[src/rtl/cc_pkg.sv]
// cc_pkg: flag bit positions, ARM condition encodings and FSM state encoding
// shared by the condition-code controller and its condition evaluator.
package cc_pkg;

    localparam int FLAG_N = 3;
    localparam int FLAG_Z = 2;
    localparam int FLAG_C = 1;
    localparam int FLAG_V = 0;

    typedef enum logic [3:0] {
        COND_EQ = 4'h0,
        COND_NE = 4'h1,
        COND_CS = 4'h2,
        COND_CC = 4'h3,
        COND_MI = 4'h4,
        COND_PL = 4'h5,
        COND_VS = 4'h6,
        COND_VC = 4'h7,
        COND_HI = 4'h8,
        COND_LS = 4'h9,
        COND_GE = 4'hA,
        COND_LT = 4'hB,
        COND_GT = 4'hC,
        COND_LE = 4'hD,
        COND_AL = 4'hE,
        COND_NV = 4'hF
    } cond_e;

    typedef enum logic [1:0] {
        ST_NORMAL = 2'd0,
        ST_EXC    = 2'd1,
        ST_RET    = 2'd2
    } state_e;

endpackage

[src/rtl/cc_cond_eval.sv]
// cc_cond_eval: combinational ARM condition-field evaluation against a flag nibble.
module cc_cond_eval
    import cc_pkg::*;
(
    input  logic [3:0] cond,
    input  logic [3:0] flags,
    output logic       true
);

    logic n, z, c, v;

    assign n = flags[FLAG_N];
    assign z = flags[FLAG_Z];
    assign c = flags[FLAG_C];
    assign v = flags[FLAG_V];

    always_comb begin
        true = 1'b0;
        case (cond_e'(cond))
            COND_EQ: true = z;
            COND_NE: true = ~z;
            COND_CS: true = c;
            COND_CC: true = ~c;
            COND_MI: true = n;
            COND_PL: true = ~n;
            COND_VS: true = v;
            COND_VC: true = ~v;
            COND_HI: true = c & ~z;
            COND_LS: true = ~c | z;
            COND_GE: true = n == v;
            COND_LT: true = n != v;
            COND_GT: true = ~z & (n == v);
            COND_LE: true = z | (n != v);
            COND_AL: true = 1'b1;
            default: true = 1'b0;
        endcase
    end

endmodule

[src/rtl/cc_controller.sv]
// cc_controller: committed condition flags with exception save/restore FSM,
// protocol-error tracking and ID-stage condition evaluation.
module cc_controller
    import cc_pkg::*;
(
    input  logic       CLK,
    input  logic       RSTn,
    input  logic       alu_we,
    input  logic [3:0] alu_cc,
    input  logic       msr_we,
    input  logic [3:0] msr_cc,
    input  logic       flush,
    input  logic       exc_entry,
    input  logic       exc_return,
    input  logic [3:0] cond,
    output logic [3:0] cc_out,
    output logic [3:0] shadow_out,
    output logic       cond_true,
    output logic       stall,
    output logic       in_exc,
    output logic       err
);

    state_e     state_q;
    logic [3:0] cc_q;
    logic [3:0] shadow_q;
    logic       err_q;
    logic       both;
    logic       wr_en;
    logic [3:0] wr_val;

    assign both   = exc_entry & exc_return;
    // Software writes win over the ALU; flush only squashes the ALU update.
    assign wr_en  = msr_we | (alu_we & ~flush);
    assign wr_val = msr_we ? msr_cc : alu_cc;

    always_ff @(posedge CLK) begin
        if (!RSTn) begin
            state_q  <= ST_NORMAL;
            cc_q     <= 4'h0;
            shadow_q <= 4'h0;
            err_q    <= 1'b0;
        end else begin
            case (state_q)
                ST_NORMAL: begin
                    if (both) begin
                        err_q <= 1'b1;
                    end else if (exc_entry) begin
                        shadow_q <= cc_q;
                        state_q  <= ST_EXC;
                    end else begin
                        if (exc_return) err_q <= 1'b1;
                        if (wr_en) cc_q <= wr_val;
                    end
                end
                ST_EXC: begin
                    if (both) begin
                        err_q <= 1'b1;
                    end else if (exc_return) begin
                        cc_q    <= shadow_q;
                        state_q <= ST_RET;
                    end else begin
                        if (exc_entry) err_q <= 1'b1;
                        if (wr_en) cc_q <= wr_val;
                    end
                end
                ST_RET: begin
                    if (exc_entry | exc_return) err_q <= 1'b1;
                    state_q <= ST_NORMAL;
                end
                default: state_q <= ST_NORMAL;
            endcase
        end
    end

    // Stall also covers the accept cycle so ID never sees stale flags mid-restore.
    assign stall      = (state_q == ST_RET) | ((state_q == ST_EXC) & exc_return & ~exc_entry);
    assign in_exc     = state_q == ST_EXC;
    assign cc_out     = cc_q;
    assign shadow_out = shadow_q;
    assign err        = err_q;

    cc_cond_eval u_cond_eval (
        .cond  (cond),
        .flags (cc_q),
        .true  (cond_true)
    );

endmodule

[config.mk]
export PLATFORM = sky130hd
export DESIGN_NAME = cc_controller
export DESIGN_NICKNAME = d
export VERILOG_FILES = /design/src/rtl/cc_pkg.sv /design/src/rtl/cc_cond_eval.sv /design/src/rtl/cc_controller.sv
export SDC_FILE = /design/constraint.sdc
export NUM_CORES = 1
export LEC_CHECK = 0
export CORE_MARGIN = 2
export CORE_UTILIZATION = 41
export DETAILED_ROUTE_END_ITERATION = 10
export PLACE_DENSITY = 0.78
export SLEW_MARGIN = 10
export SYNTH_ARGS = -nofsm -noshare
export SYNTH_HDL_FRONTEND = slang
export SYNTH_SLANG_ARGS = --single-unit
[constraint.sdc]
create_clock -name CLK -period 1.4 [get_ports CLK]
set_input_delay 0.14 -clock CLK [delete_from_list [all_inputs] [get_ports CLK]]
set_output_delay 0.14 -clock CLK [all_outputs]
set_load 0.01 [all_outputs]
==> flow_metrics.env <==
export IMPL_synthXorXnorAreaFrac_pct=1.20
export IMPL_drtPass1Iterations=4
export IMPL_slowest_stage="clkdlybuf4s50_1"
export IMPL_wl_met2_um=1060
export IMPL_wl_per_cell_um=12.9
export IMPL_async_flop_share_pct=0
export IMPL_path_delay_family="buffers and inverters"
export IMPL_switching_power_w=0.000254
export IMPL_syn_instance_count=79
export IMPL_cts_num_sinks=11
export IMPL_synth_compound_area_share_pct=24.7
export IMPL_setup_ws_ps=-252
export IMPL_cap_violations=0
export IMPL_ir_drop_v=0.000405
export IMPL_finalHoldViolCount=0
export IMPL_tightest_slew_ps=340
export IMPL_die_area_mm2=0.00213
export IMPL_die_w_um=46.2
export IMPL_num_antenna_cells=0
export IMPL_worstPathMaxFanout=5
export IMPL_cts_tree="built"
export IMPL_ys_seq_area_share_pct=30.2
export IMPL_pwr_share_comb_pct=34.9
export IMPL_grt_pass1_vias=740
export IMPL_crit_path_end_kind="output port"
export IMPL_power_density_mw_per_mm2=725
export IMPL_synth_edff_count=0
export IMPL_grt_setup_unrepaired="true"
export IMPL_hold_path_class="reg2reg"
export IMPL_core_area_mm2=0.00171
export IMPL_highest_layer="met3"
export IMPL_worstSetupPathType="in2out"
export IMPL_ys_warn_count=0
export IMPL_synth_top_family_by_area="simple AND/OR/NAND/NOR gates"
export IMPL_synth_fa_ha_area_share_pct=0
export IMPL_cp_start_kind="primary input"
export IMPL_intPower_w=0.000619
export IMPL_pwr_share_seq_pct=40.8
export IMPL_ys_types=34
export IMPL_instances_no_fill=147
export IMPL_grt_usage_pct=19.8
export IMPL_dp_slack_ps=-818
export IMPL_routed_via_count=747
export IMPL_syn_to_final_growth_pct=65.2
export IMPL_synthMuxAreaShare_pct=13.9
export IMPL_place_hpwl_um=1540
export IMPL_syn_area_um2=729
export IMPL_period_needed_ps=1650
export IMPL_p_clk_share_pct=24.4
export IMPL_dp_cells=141
export IMPL_cts_buffers=3
export IMPL_cts_htree_levels=1
export IMPL_arrival_ps=1510
export IMPL_syn_avg_cell_area_um2=9.23
export IMPL_fp_row_count=15
export IMPL_path_cells="clkdlybuf4s50_1 > nor4bb_4 > a31oi_1 > and3_1 > o22ai_1 > buf_2"
export IMPL_wirelength_met1_um=740
export IMPL_swShare_pct=29.0
export IMPL_io_buffers=30
export IMPL_cp_required_ps=1260
export IMPL_relSlewSlack_pct=77.3
export IMPL_place_gp_congestion=0.754
export IMPL_slew_viol_final=0
export IMPL_skew_ps=10.2
export IMPL_cts_clk_slew_worst_paths_ps=70
export IMPL_cts_hold_buf=0
export IMPL_start_util_pct=42.7
export IMPL_total_power_w=0.000873
export IMPL_drive_above_1_share_pct=29.5
export IMPL_yosys_area_share_simple_pct=25.7
export IMPL_drt_iter0_markers=9
export IMPL_io_pins=31
export IMPL_synth_nets=98
export IMPL_max_stage_delay_ps=580
export IMPL_ys_ff_latch=11
export IMPL_cts_path_max_buffers=2
export IMPL_drt_total_wl_um=1900
export IMPL_setup_viol=1
export IMPL_dr_wl_met3_um=95
export IMPL_finalCritPeriodShare_pct=118
export IMPL_die_h_um=46.2
export IMPL_crit_buf_inv=2
export IMPL_yosys_most_used_dff="dfxtp_1"
export IMPL_detail_route_antenna_nets=0
export IMPL_fmax_ghz=0.605
export IMPL_violations="setup timing"
export IMPL_dpl_cell_area_mm2=0.00112
export IMPL_antenna_found_initial=0
export IMPL_grt_max_degree=12
export IMPL_grt_first_pass_wirelength_um=3080
export IMPL_nets=142
export IMPL_overflow=0
export IMPL_status="complete, but fails checks"
export IMPL_drc=0
export IMPL_p_leak_nw=0.535
export IMPL_clk_insertion_delay_late_ps=260
export IMPL_cts_root_buf="clkbuf_4"
export IMPL_final_area_mm2=0.00120
export IMPL_via_per_inst=5.08
==> cell usage in the layout (no fill, tap or decap), types with 3 or more instances in the layout <==
cell type	instances
a21oi_1	6
buf_4	13
clkbuf_4	3
clkdlybuf4s50_1	23
dfxtp_1	8
dlygate4sd2_1	4
inv_1	3
mux2i_1	8
nor2_1	6
nor2b_1	7
o221a_2	3
==> logic make-up (layout without fill, tap and decap cells) <==
kind of cell	count (synthesis)	count (layout)
flip-flops	11	11
XOR/XNOR	1	1
AND/OR/NAND/NOR	26	26
multiplexers	10	10
AO/OA/AOI/OAI	24	24
buffers and inverters	7	50
==> layout make-up <==
cell class	count	area, um^2
Clock inverter	1	5.00
Multi-Input combinational cell	61	523
Fill cell	135	503
Tap cell	25	31.3
Clock buffer	3	22.5
Inverter	3	11.3
Timing Repair Buffer	43	385
Sequential cell	11	226
==> registers in the layout, summed over array words and instances, names as in the netlist <==
name and count:
err 1, cc_out 4, shadow_out 4, state_q 2
==> path summary, 6_finish.rpt <==
kind / start / endpoint / slack, ps / cells past startpoint
max: cond[1] / cond_true / -250 / 6
min reg2reg: err$_SDFFE_PN0P_ / err$_SDFFE_PN0P_ / 470 / 1
max reg2reg: state_q[1]$_SDFFE_PN0P_ / cc_out[1]$_SDFFE_PN0P_ / 130 / 4
min: err$_SDFFE_PN0P_ / err$_SDFFE_PN0P_ / 470 / 1
==> cell usage after synthesis, drive strengths merged (3+ instances only) <==
cell    number  area share [%]
a21oi        7             5.3
nor2b        8             7.9
inv          3             1.5
dfxtp       11              30
o221a        4             6.2
nand2b       3             2.6
nor3b        3             4.6
nand3b       3             4.8
nor2         6             3.1
mux2i        9              12
==> through the flow <==
stage / hold slack [ps] / setup TNS [ps] / util [%]
2_1_floorplan: 216 / 0 / -
3_3_place_gp: 447 / -2180 / 65.8
3_5_place_dp: 454 / -2540 / 65.8
4_1_cts: 471 / -238 / 68.9
5_1_grt: 495 / -363 / 70.5
6_report: 468 / -252 / 70.5
==> power by group through the flow <==
stage          logic, W  clock network (W)  registers, W
5_1_grt        0.000332           0.000235      0.000359
2_1_floorplan  0.000126                  0      0.000365
3_5_place_dp   0.000294                  0      0.000357
6_report       0.000304           0.000213      0.000356
4_1_cts        0.000295           0.000217      0.000355
3_3_place_gp   0.000285                  0      0.000356
==> what timing repair did <==
action / CTS / global route
pin swaps: 3 / 2
resized for setup: 20 / 5
setup buffers: 0 / 2
endpoints found under the setup margin: 5 / 7
gates cloned: 0 / 0
==> metal layers <==
layer  GRT usage (%)  up-vias
li1                -      379
met1            21.2      346
met2            41.1       22
met3            2.35        0
met4            1.71        0
met5               0        -
No activity file was read; power rests on OpenSTA's default activity.
==> variant 1 (same settings) <==
Re-encode `state_e` (3 states) as one-hot, 3 bits wide.
--- a/src/rtl/cc_pkg.sv
+++ b/src/rtl/cc_pkg.sv
@@ -27,8 +27,8 @@
     } cond_e;
 
-    typedef enum logic [1:0] {
-        ST_NORMAL = 2'd0,
-        ST_EXC    = 2'd1,
-        ST_RET    = 2'd2
+    typedef enum logic [2:0] {
+        ST_NORMAL = 3'b001,
+        ST_EXC    = 3'b010,
+        ST_RET    = 3'b100
     } state_e;
 
Formal check against the unedited RTL: no difference found for any inputs over 10 cycles, from zero or initial values and one cycle with RSTn low; not proved beyond that.
==> variant 1 against the original RTL <==
The flow still finishes with violations (negative setup slack). Sequential cell count up 1. Synthesized area is 15% higher. Hold slack better by 0.014 ns. Wire length up 27%. Total power rose by 4.5%. Worst setup slack got worse by 0.093 ns. Maximum frequency fell by 5.3%. Final area is 12% higher. Critical endpoint unchanged.
==> variant 1: results (changes against the original RTL) <==
- # fillers: 168 (+24%)
- # setup viols final: 1 (unchanged)
- Setup TNS: -0.345 ns (-0.0932 ns)
- WL met2: 1.25 mm (+18%)
- Dpl cell area: 0.00129 mm^2 (+15%)
- Status: complete, but fails checks
- Synth area leaders: dfxtp_1 (29%), mux2i_1 (7.1%), nand2b_1 (5.9%)
- Post-synth net total: 116 (+18%)
- Commonest cells in the netlist: dfxtp_1 (12), nor2_1 (11), nand2b_1 (8)
- Delay of the slowest critical-path stage: 0.40 ns (-0.18 ns)
- GRT Resource Usage Total: 21.1% (+1.4 points)
- Crit-path slowest cell: or4_1
- Critical path's top delay family: simple AND/OR/NAND/NOR gates
- Failing checks: negative setup slack
- Met1 Usage GRT: 23.1% (+1.8 points)
- Clk pin slew, worst setup/hold paths: 0.06 ns
- Critical Path AT: 1.61 ns (+0.10 ns)
- Leak: 0.559 nW (+4.4%)
- RePlAce Congestion: 0.785 (+4.1%)
- Met2 Track Usage GR: 36.7% (-4.4 points)
- Final worst slack: -0.345 ns (-0.0932 ns)
- Layout cells sized above 1: 28.8% (-0.74 points)
- Via/cell ratio: 5.42 (+6.6%)
- Synth cell types: 37 (+8.8%)
- Final net count: 167 (+18%)
- Largest net degree at the start of global routing: 10 (-2)
- Max layer used: met4
- WL final: 2.41 mm (+27%)
- Post-placement setup slack: -0.787 ns (+0.0313 ns)
- Vias in the first global route: 940 (+27%)
- Fin Clk Skew: 0.00238 ns (-0.00782 ns)
- Metal-1 WL: 1.04 mm (+41%)
- # H-tree levels: 1 (unchanged)
- Wire length on met3: 98 um (+3.2%)
-- variant 1: power by group --
group | leakage [nW] | internal [mW] | total [mW] | switching, mW
Combinational | 0.446 | 0.190 | 0.334 | 0.144
Sequential | 0.0997 | 0.363 | 0.380 | 0.0171
Clock | 0.0138 | 0.0994 | 0.198 | 0.0986
-- variant 1: worst paths after layout --
kind	startpoint	to	slack [ns]	depth (start not counted)
min	err$_SDFFE_PN0P_	err$_SDFFE_PN0P_	0.48	1
max reg2reg	state_q[0]$_SDFFE_PN1P_	cc_out[2]$_SDFFE_PN0P_	0.07	4
max	cc_out[0]$_SDFFE_PN0P_	cond_true	-0.35	5
min reg2reg	err$_SDFFE_PN0P_	err$_SDFFE_PN0P_	0.48	1
-- variant 1: final cells by class --
class / count / share of cell area (%)
Multi-Input combinational cell: 79 / 45.1
Inverter: 4 / 1.11
Clock buffer: 3 / 1.66
Sequential cell: 12 / 18.4
Timing Repair Buffer: 48 / 31.3
Tap cell: 27 / 2.49
-- variant 1: logic make-up after synthesis --
group / share of synthesized area [%]
muxes: 12.5
and+or+nand+nor: 29.9
xor gates and xnor gates: 3.12
AOI/OAI and AO/OA: 22.4
DFF: 28.5
buffers and inverters: 3.57
-- variant 1: metrics by stage --
step | utilization, % | cells
after detailed placement | 66.6 | 169
after global routing | 69.8 | 173
after floorplan | - | 97
after global placement | 66.6 | 169
after CTS | 67.5 | 172
final | 69.8 | 173
-- variant 1: repair_timing --
item / CTS / global route
gates resized for setup: 17 / 14
pin swaps: 3 / 6
setup buffers: 0 / 1
setup endpoints to repair: 8 / 11
==> variant 2 (same settings) <==
Made on the original files. Register the output `err` once more, cleared by the reset; this adds one clock of latency there. The other outputs are not delayed to match.
--- a/src/rtl/cc_controller.sv
+++ b/src/rtl/cc_controller.sv
@@ -79,5 +79,11 @@
     assign cc_out     = cc_q;
     assign shadow_out = shadow_q;
-    assign err        = err_q;
+    always_ff @(posedge CLK) begin
+        if (!RSTn) begin
+            err <= '0;
+        end else begin
+            err <= err_q;
+        end
+    end
 
     cc_cond_eval u_cond_eval (
Behaviour: not the same (Yosys sat finds a counterexample within 4 cycles, from zero or initial values and one cycle with RSTn low).
==> variant 2 against the original RTL <==
The flow still finishes with violations (negative setup slack). Worst setup slack gained 0.060 ns. Sequential share of layout area grew 0.91 points. Final area up 6.4%. Sequential cell count is 1 higher. Synthesized area is 10% higher. Synthesized cell count increased by 14%. Count of clock-buffer cells in the layout increased by 1. Total power is 11% higher. Wire length grew 2.5%. Die area increased by 9.5%. Largest cell class unchanged. Largest power group unchanged.
==> variant 2: results (changes against the original RTL) <==
- Layout cells sized above 1: 25.7% (-3.8 points)
- Final net count: 156 (+9.9%)
- WHS: 0.404 ns (-0.0642 ns)
- GR Layer Usage met3: 5.25% (+2.9 points)
- GRT Resource Usage Total: 17.3% (-2.4 points)
- Met1 Usage GRT: 18.8% (-2.4 points)
- Synth cell types: 37 (+8.8%)
- WL met2: 1.07 mm (+1.1%)
- # fillers: 163 (+21%)
- Wire length on met3: 65 um (-32%)
- Via/cell ratio: 5.09 (+0.20%)
- Iteration-0 DRC Markers: 29 (+20)
- Min-delay worst type: input pin to register
- Commonest cells in the netlist: dfxtp_1 (12), mux2i_1 (9), a21oi_1 (8)
- Max-slew headroom: 76.3% (-1.1 points)
- Post-synth net total: 109 (+11%)
- Met2 Track Usage GR: 32.6% (-8.5 points)
- Synth area leaders: dfxtp_1 (30%), mux2i_1 (11%), o221a_1 (5.6%)
- RePlAce Congestion: 0.783 (+4.0%)
- Flip-flop and latch area: 253 um^2 (+12%)
- Mux cell area share after synthesis: 12.6% (-1.3 points)
- Crit-path slowest cell: dfxtp_2
- Global-route wire length before repair: 3.23 mm (+4.7%)
- Hold depth: 4 (+3)
- Status: complete, but fails checks
- Critical path's top delay family: compound AO/OA/AOI/OAI gates
- Crit Path Max Fanout: 2 (-3)
- Power Clock: 0.275 mW (+29%)
- Leak: 0.583 nW (+8.9%)
- Largest net degree at the start of global routing: 13 (+1)
- Dpl cell area: 0.00123 mm^2 (+9.8%)
- Switch Pwr: 0.262 mW (+3.2%)
- Vias in the first global route: 745 (+0.68%)
- Post-placement setup slack: -0.671 ns (+0.147 ns)
- Fin Clk Skew: 0.0118 ns (+0.00161 ns)
- Power, Total: 0.966 mW (+11%)
- Avg Inst Size Synth: 8.95 um^2 (-3.0%)
- Final worst slack: -0.192 ns (+0.0603 ns)
- Post-synthesis sequential area ratio: 29.8% (-0.38 points)
- # setup viols final: 1 (unchanged)
- Post-DP HPWL: 1.53 mm (-0.49%)
- Failing checks: negative setup slack
- Reg2reg setup slack: 0.11 ns (-0.02 ns)
- WL final: 1.94 mm (+2.5%)
[variant 2: final timing paths]
kind | startpoint | end
min | exc_entry | state_q[1]$_SDFFE_PN0P_
max reg2reg | state_q[0]$_SDFFE_PN0P_ | cc_out[1]$_SDFFE_PN0P_
max | cc_out[1]$_SDFFE_PN0P_ | cond_true
min reg2reg | err_q$_SDFFE_PN0P_ | err$_SDFF_PN0_
[variant 2: layout make-up]
class | count | share of cell area (%)
multi-input combinational | 71 | 41.8
timing repair buffer | 48 | 32.8
sequential | 12 | 19.7
clock buffer | 4 | 2.83
tap | 27 | 2.63
inverter | 1 | 0.293
[variant 2: cells by family after synthesis]
group / count (synthesis)
DFF: 12
buffers and inverters: 7
muxes: 10
and+or+nand+nor: 34
xor gates and xnor gates: 3
AOI/OAI and AO/OA: 24
[variant 2: repair_timing]
| action | in CTS | in global routing |
|---|---|---|
| pin swaps | 4 | 1 |
| setup buffers | 0 | 1 |
| endpoints found under the setup margin | 7 | 3 |
| gates resized for setup | 22 | 4 |
